$ cat config.mk
export PLATFORM = sky130hd
export DESIGN_NAME = reg_file_sweep
export DESIGN_NICKNAME = d
export VERILOG_FILES = /design/src/rtl/reg_file_sweep.sv
export SDC_FILE = /design/constraint.sdc
export NUM_CORES = 2
export LEC_CHECK = 0
export ABC_CLOCK_PERIOD_IN_PS = 3400
export CORE_UTILIZATION = 45
export CTS_BUF_LIST = sky130_fd_sc_hd__clkbuf_4 sky130_fd_sc_hd__clkbuf_8
export CTS_CLUSTER_DIAMETER = 30
export DETAILED_ROUTE_END_ITERATION = 16
export PLACE_DENSITY = 0.66
export SLEW_MARGIN = 20
export SYNTH_ARGS = -nofsm -noshare
export SYNTH_HDL_FRONTEND = slang
export SYNTH_SLANG_ARGS = --single-unit
export TNS_END_PERCENT = 100
$ cat constraint.sdc
create_clock -name clk -period 3.4 [get_ports clk]
set_input_delay 0.34 -clock clk [delete_from_list [all_inputs] [get_ports clk]]
set_output_delay 0.34 -clock clk [all_outputs]
set_load 0.005 [all_outputs]
$ cat src/rtl/reg_file_sweep.sv
// Multi-read register file with an async-reset array and a self-timed sweep-clear engine.
// Optional write-to-read forwarding when REGFILE_BYPASS_EN is defined.

module reg_file_sweep_rdport #(
    parameter int WIDTH    = 32,
    parameter int ADDR_W   = 5,
    parameter int DEPTH    = 32,
    parameter int ZERO_REG = 1
) (
    input  logic [DEPTH-1:0][WIDTH-1:0] regs,
    input  logic [ADDR_W-1:0]           addr,
    input  logic                        fwdHit,
    input  logic [WIDTH-1:0]            fwdData,
    output logic [WIDTH-1:0]            dataOut
);
    always_comb begin
        dataOut = regs[addr];
        if (ZERO_REG != 0 && addr == '0) dataOut = '0;
        if (fwdHit) dataOut = fwdData;
    end
endmodule

module reg_file_sweep #(
    parameter int WIDTH    = 32,
    parameter int ADDR_W   = 5,
    parameter int ZERO_REG = 1
) (
    input  logic              clk,
    input  logic              resetN,
    input  logic              enableWrite,
    input  logic [ADDR_W-1:0] writeAddr,
    input  logic [WIDTH-1:0]  writeData,
    input  logic [ADDR_W-1:0] addrA,
    input  logic [ADDR_W-1:0] addrB,
    output logic [WIDTH-1:0]  dataOutA,
    output logic [WIDTH-1:0]  dataOutB,
    input  logic              clearReq,
    output logic              clearBusy,
    output logic              clearDone
);
    localparam int DEPTH     = 1 << ADDR_W;
    localparam int NUM_PORTS = 2;

    typedef enum logic [1:0] {IDLE, SWEEP, DONE} state_t;

    state_t                            state, nextState;
    logic [ADDR_W-1:0]                 counter;
    logic [DEPTH-1:0][WIDTH-1:0]       regs;
    logic                              wrEn;
    logic [NUM_PORTS-1:0][ADDR_W-1:0]  rdAddr;
    logic [NUM_PORTS-1:0][WIDTH-1:0]   rdData;
    logic [NUM_PORTS-1:0]              fwdHit;

    assign clearBusy = (state == SWEEP);
    assign clearDone = (state == DONE);

    // Writes are dropped (not queued) while sweeping; entry 0 is read-only when hardwired.
    assign wrEn = enableWrite && !clearBusy && !(ZERO_REG != 0 && writeAddr == '0);

    always_comb begin
        nextState = state;
        case (state)
            IDLE:    if (clearReq) nextState = SWEEP;
            SWEEP:   if (counter == '1) nextState = DONE;
            DONE:    nextState = IDLE;
            default: nextState = IDLE;
        endcase
    end

    always_ff @(posedge clk or negedge resetN) begin
        if (!resetN) begin
            state   <= IDLE;
            counter <= '0;
        end else begin
            state <= nextState;
            if (state == IDLE && clearReq) counter <= '0;
            else if (state == SWEEP)       counter <= counter + 1'b1;
        end
    end

    always_ff @(posedge clk or negedge resetN) begin
        if (!resetN)              regs <= '0;
        else if (state == SWEEP)  regs[counter] <= '0;
        else if (wrEn)            regs[writeAddr] <= writeData;
    end

    assign rdAddr   = {addrB, addrA};
    assign dataOutA = rdData[0];
    assign dataOutB = rdData[1];

    for (genvar p = 0; p < NUM_PORTS; p++) begin : gPort
`ifdef REGFILE_BYPASS_EN
        assign fwdHit[p] = wrEn && (writeAddr == rdAddr[p]);
`else
        assign fwdHit[p] = 1'b0;
`endif
        reg_file_sweep_rdport #(
            .WIDTH(WIDTH), .ADDR_W(ADDR_W), .DEPTH(DEPTH), .ZERO_REG(ZERO_REG)
        ) uPort (
            .regs    (regs),
            .addr    (rdAddr[p]),
            .fwdHit  (fwdHit[p]),
            .fwdData (writeData),
            .dataOut (rdData[p])
        );
    end
endmodule

==> results.json <==
{
  "grt_pass1_vias": 43360,
  "setup-tns-final_ns": 0,
  "grtUsageTotal_pct": 35.82,
  "hold_viol": 0,
  "p_comb_share_pct": 19.9,
  "report.final.slew_viol_count": 0,
  "cpPeakStageDelay_ns": 0.50,
  "max-vdd-ir-drop_mv": 0.4457,
  "drt_iter0_markers": 6279,
  "synth_most_common_cell": "dfrtp_1",
  "powerDensity_mw_per_mm2": 618.3,
  "tightestPinTransition_ns": 1.262,
  "cts_buffer_depth": 3,
  "gp_congestion": 0.9130,
  "wl_per_cell_um": 37.67,
  "cpLargestDelayFamily": "buffers and inverters",
  "synth_area_mm2": 0.05309,
  "finalNetCount": 4038,
  "start_util_pct": 45.56,
  "rsz0062_at_grt": "true",
  "status": "completed",
  "syn2layout_area_growth_pct": 20.94,
  "grt_remaining_overflow": 0,
  "clock_sinks": 1031,
  "hpwl_um": 128700,
  "ys_ff_latch": 1031,
  "synthArstFlopShare_pct": 100.0,
  "layout-drive-gt1-share_pct": 34.36,
  "clock_skew_ns": 0.05603,
  "drt_wl_total_um": 214700,
  "grt_pass1_wl_um": 310700,
  "ys.warnings.count": 0,
  "setup_viol": 0,
  "netlist_top_cells_area": "dfrtp_1, mux4_2, a22o_1",
  "synthDistinctLibCells": 43,
  "leakage_nw": 28.56,
  "max-cap-violations": 0,
  "arrival_ns": 3.02,
  "port_buffers": 116,
  "cp.required_ns": 3.06,
  "pwr-share-seq_pct": 38.0,
  "vias_per_cell": 7.505,
  "antenna_found_initial": 14,
  "detail-route-antenna-nets": 0,
  "vias": 42770,
  "clock_tree.root_cell": "clkbuf_8",
  "grt_max_degree": 93,
  "criticalPathCategory": "flip-flop to primary output",
  "syn_inst": 3802,
  "rows": 125,
  "crit_chain": "mux4_2 > a211oi_1 > a311oi_1 > buf_4 > clkdlybuf4s50_1",
  "coreArea_mm2": 0.1165,
  "dr.pass1.iters": 8,
  "cp-end-kind": "primary output",
  "slew_headroom_pct": 15.69,
  "drc": 0,
  "critPathSlowestCell": "mux4_2",
  "pwr-share-clk_pct": 42.1,
  "p_int_mw": 27.61,
  "dpl_cell_area_mm2": 0.05822,
  "min_period_ns": 3.362,
  "synth_nets": 3858,
  "fin_crit_sh_pct": 98.89,
  "cts_tree": "yes",
  "yosysSeqAreaShare_pct": 48.60,
  "max_freq_ghz": 0.2974,
  "hold_class": "input port to asynchronous set/reset pin",
  "yosysTopAreaCell": "dfrtp_1",
  "htreeDepth": 4,
  "dieArea_mm2": 0.1194,
  "io_pins": 117,
  "path_buf_inv": 2,
  "fillCellCount": 9260,
  "synthTopCellsByCount": "dfrtp_1, a22o_1, mux4_2",
  "crit_fanout": 3,
  "synth_top_area_share_pct": 48.60,
  "clock_latency_ns": 0.94,
  "cp-start-kind": "flip-flop",
  "avgSynthCellArea_um2": 13.96,
  "synth_edf_count": 0,
  "cts_buffers": 224,
  "p_sw_mw": 12.09,
  "clkTransAtPathRegs_ns": 0.06,
  "die_w_um": 345.5,
  "synth_ff_type": "dfrtp_1",
  "swShare_pct": 30.45,
  "stdcell_area_mm2": 0.06421,
  "die_y_um": 345.5
}
[worst reg2reg max path: cells and delay by family (launching register included)]
kind | cells | cell delay (ns)
compound gates | 2 | 1.29
fa+ha+maj | 1 | 0.24
buf+inv | 1 | 0.45
flops | 1 | 0.44
simple gates | 1 | 0.44
[stage by stage]
stage          setup WS [ns]  power, mW  std cells  hold slack [ns]  util, %
4_1_cts             -0.09112      39.45       5694          0.01177    54.94
3_3_place_gp        -0.05458      22.64       5279           0.3741    49.97
6_report             0.03782      39.70       5699          0.03013    55.11
5_1_grt            -0.007353      40.78       5695          0.04962    55.10
2_1_floorplan          1.215      19.20       3802          0.04441        -
3_5_place_dp       -0.009257      22.79       5279           0.3810    49.97
[state kept, by name (all words and copies together) (netlist names)]
register  flops
state         2
counter       5
regs       1024
[power groups by stage]
stage	Combinational (mW)	Clock [mW]	Sequential [mW]
after detailed placement	7.60	0	15.2
after global placement	7.48	0	15.2
final	7.88	16.7	15.1
after floorplan	4.44	0	14.8
after global routing	8.14	17.4	15.3
after CTS	7.67	16.7	15.0
[cell type report]
cell class                 instances  area (µm²)  share of cell area (%)
multi-input combinational       2256       26180                   40.77
tap                             1524        1907                   2.970
clock inverter                   119        1723                   2.683
inverter                           4       20.02                 0.03118
sequential                      1031       25800                   40.18
clock buffer                     295        3847                   5.992
timing repair buffer             465        4720                   7.350
antenna                            5       12.51                 0.01949
[logic make-up (layout without fill, tap and decap cells)]
kind of cell | after synthesis | count (layout) | share of synthesized area, %
AOI/OAI and AO/OA | 1397 | 1397 | 21.74
and+or+nand+nor | 213 | 213 | 2.762
other | 0 | 5 | 0
muxes | 641 | 641 | 22.80
DFF | 1031 | 1031 | 48.60
buffers and inverters | 515 | 883 | 3.990
adders and majority gates | 5 | 5 | 0.1178
[path summary, 6_finish.rpt]
| kind | from | endpoint | slack (ns) | cells past startpoint |
|---|---|---|---|---|
| worst max-delay path | regs[252] | dataOutA[28] | 0.04 | 5 |
| worst min-delay path | resetN | regs[325] | 0.03 | 2 |
| worst max register to register | counter[1] | regs[249] | 0.46 | 5 |
| worst min register to register | regs[19] | regs[19] | 0.51 | 1 |
| max in group asynchronous | resetN | regs[919] | 2.19 | 3 |
| min in group clk | writeData[13] | regs[301] | 0.04 | 2 |
[timing repair]
item                                   4_1_cts  5_1_grt
pin swaps                                    7        6
resized for setup                           68       45
buffers inserted                             0        1
hold buffers                                 1        0
endpoints found under the hold margin      479        0
setup endpoints to repair                   35       30
[cell usage in the layout (no fill, tap or decap), types with 38 or more instances in the layout]
cell | Yosys | layout
a221oi_1 | 47 | 40
buf_4 | 2 | 274
mux2i_1 | 128 | 128
a22o_1 | 996 | 996
dfrtp_1 | 1031 | 1031
mux2_2 | 65 | 63
clkdlybuf4s50_1 | 0 | 98
nand2_1 | 39 | 38
o21ai_0 | 111 | 74
a211oi_1 | 64 | 50
buf_12 | 0 | 74
clkbuf_8 | 0 | 261
mux4_2 | 448 | 448
a22oi_1 | 64 | 61
nor2b_1 | 69 | 65
[layer usage]
layer | part of all wire (%) | vias to the layer above | wire length, µm | track usage, %
li1 | - | 16010 | - | -
met5 | 0.062 | - | 133 | 0
met3 | 14 | 846 | 30320 | 12.97
met4 | 6.7 | 20 | 14320 | 21.47
met1 | 36 | 22210 | 78260 | 47.09
met2 | 43 | 3691 | 91650 | 50.73
No activity file was read; power rests on OpenSTA's default activity.
==> RTL edit: new RTL, same settings <==
`ZERO_REG` is set to 1 in 2 places; all go to 0.
--- a/src/rtl/reg_file_sweep.sv
+++ b/src/rtl/reg_file_sweep.sv
@@ -7,3 +7,3 @@
     parameter int DEPTH    = 32,
-    parameter int ZERO_REG = 1
+    parameter int ZERO_REG = 0
 ) (
@@ -25,3 +25,3 @@
     parameter int ADDR_W   = 5,
-    parameter int ZERO_REG = 1
+    parameter int ZERO_REG = 0
 ) (
Function: not settled (the Yosys comparison gave no result); the edit may change what the design does.
==> RTL edit against the original RTL <==
The flow now finishes with violations (design-rule violations); sequential cell count unchanged; final area rose by 0.44%; worst setup slack worse by 0.021 ns; routed wire length decreased by 0.32%; die area grew 2.1%; power down 4.8%; area after synthesis up 2.2%; final cell count rose by 18%; largest power group unchanged.
==> RTL edit: results (changes against the original RTL) <==
| Metric | Value |
|---|---|
| Comb power frac | `0.203 (+0.004)` |
| Post-CTS Hold Buffers | `2 (+1)` |
| Post-placement cell count | `6327 (+20%)` |
| Final Instance Area | `64500 um^2 (+0.44%)` |
| First-pass GRT wire length | `313000 um (+0.77%)` |
| # port buffers | `116 (unchanged)` |
| Syn avg cell area | `11.3 um^2 (-19%)` |
| XOR/XNOR Fraction of Synth Area | `0 (unchanged)` |
| Seq power | `15.0 mW` |
| Critical Path AT | `3.04 ns (+0.02 ns)` |
| VDD IR max | `431 uV (-3.4%)` |
| Pin count of the biggest net entering global routing | `134 (+44%)` |
| H-tree depth | `4 (unchanged)` |
| Placed cell area | `59300 um^2 (+1.9%)` |
| Syn_nets | `4838 (+25%)` |
| Global Route Usage Sum | `0.345 (-0.0130)` |
| Total clock buffers created by CTS | `218 (-2.7%)` |
| Share of layout cells above drive strength 1 | `0.170 (-0.174)` |
| Cell variety after synth | `38 (-12%)` |
| Fmax | `296 MHz (-0.61%)` |
| Ranking of synthesized cells by area | `dfrtp_1 48%, mux2i_1 19%, a22o_1 19%` |
| Adder-Cell Fraction of Synth Area | `0.00115 (-0.0000249)` |
| Commonest cells in the netlist | `1156 x a22o_1, 1031 x dfrtp_1, 1024 x mux2i_1, 374 x clkbuf_1, 217 x a21oi_1` |
| Post-DP HPWL | `129000 um (about the same)` |
| Worst reg-to-reg path cell count | `6 (+1)` |
| Routability cong. | `0.951 (+4.2%)` |
| WL final | `214000 um (-0.32%)` |
| Cell Pwr Density | `586 nW/um^2 (-5.2%)` |
| DRC Markers | `4 (+4)` |
| Post_cts resized | `5 (-93%)` |
| Clock Tree Root | `clkbuf_8` |
| Setup slack, reg-to-reg | `0.43 ns (-0.03 ns)` |
| Violated checks | `design-rule violations` |
| Relative slew margins | `0.262 (+0.105)` |
| Skew-Pair Late Insertion Delay | `0.96 ns (+0.02 ns)` |
| Sequential share of the synthesized area | `0.476 (-0.0103)` |
| TritonRoute pass-1 iters | `11 (+3)` |
| Main synth FF type | `dfrtp_1` |
| Vias | `46400 (+8.4%)` |
| Worst R2R End | `regs[269]` |
| Internal Power | `25.6 mW (-7.1%)` |
| Iter 0 DRT Violations | `6051 (-3.6%)` |
| Regs by FF count | `regs (1024), counter (5), state (2)` |
| Hold slack final | `0.181 ns (+0.151 ns)` |
| CP max stage delay | `0.55 ns (+0.05 ns)` |
| Reg2reg start | `counter[0]` |
| Mux cell area share after synthesis | `0.189 (-0.0388)` |
| GR Overflow Total | `0 (unchanged)` |
| Status | `finished with violations` |
| Nets | `4996 (+24%)` |
| Initial antenna violation count | `5 (-9)` |
| Leakage Power | `31.0 nW (+8.5%)` |
| Post-synthesis compound-gate area fraction | `0.242 (+0.0250)` |
| Clock skew | `0.0496 ns (-0.00646 ns)` |
| WL per Instance | `31.7 um (-16%)` |
| Setup Slack @ Placement | `-0.0477 ns (-0.0384 ns)` |
| Crit-path slowest cell | `clkdlybuf4s50_1` |
| Fillcell total | `10200 (+9.9%)` |
-- RTL edit: cell type report --
cell class / count / area share
tap: 1612 / 0.0313
multi-input combinational: 3201 / 0.413
clock buffer: 281 / 0.0569
antenna: 5 / 0.000194
timing repair buffer: 485 / 0.0769
sequential: 1031 / 0.400
inverter: 3 / 0.000175
clock inverter: 125 / 0.0211
-- RTL edit: worst max-delay path by stage --
| stage | start | end | cells after the start |
|---|---|---|---|
| final | regs[248] | dataOutB[24] | 7 |
| after global routing | regs[88] | dataOutB[24] | 7 |
| after CTS | regs[249] | dataOutA[25] | 7 |
| after detailed placement | addrA[0] | dataOutA[12] | 10 |
| after global placement | addrA[2] | dataOutA[16] | 8 |
| after floorplan | addrA[1] | dataOutA[25] | 8 |
-- RTL edit: metal layers --
metal  share of wire  GRT usage
met5         0.00011          0
met4           0.044      0.153
met3            0.13      0.107
met2            0.42      0.485
met1            0.41      0.485
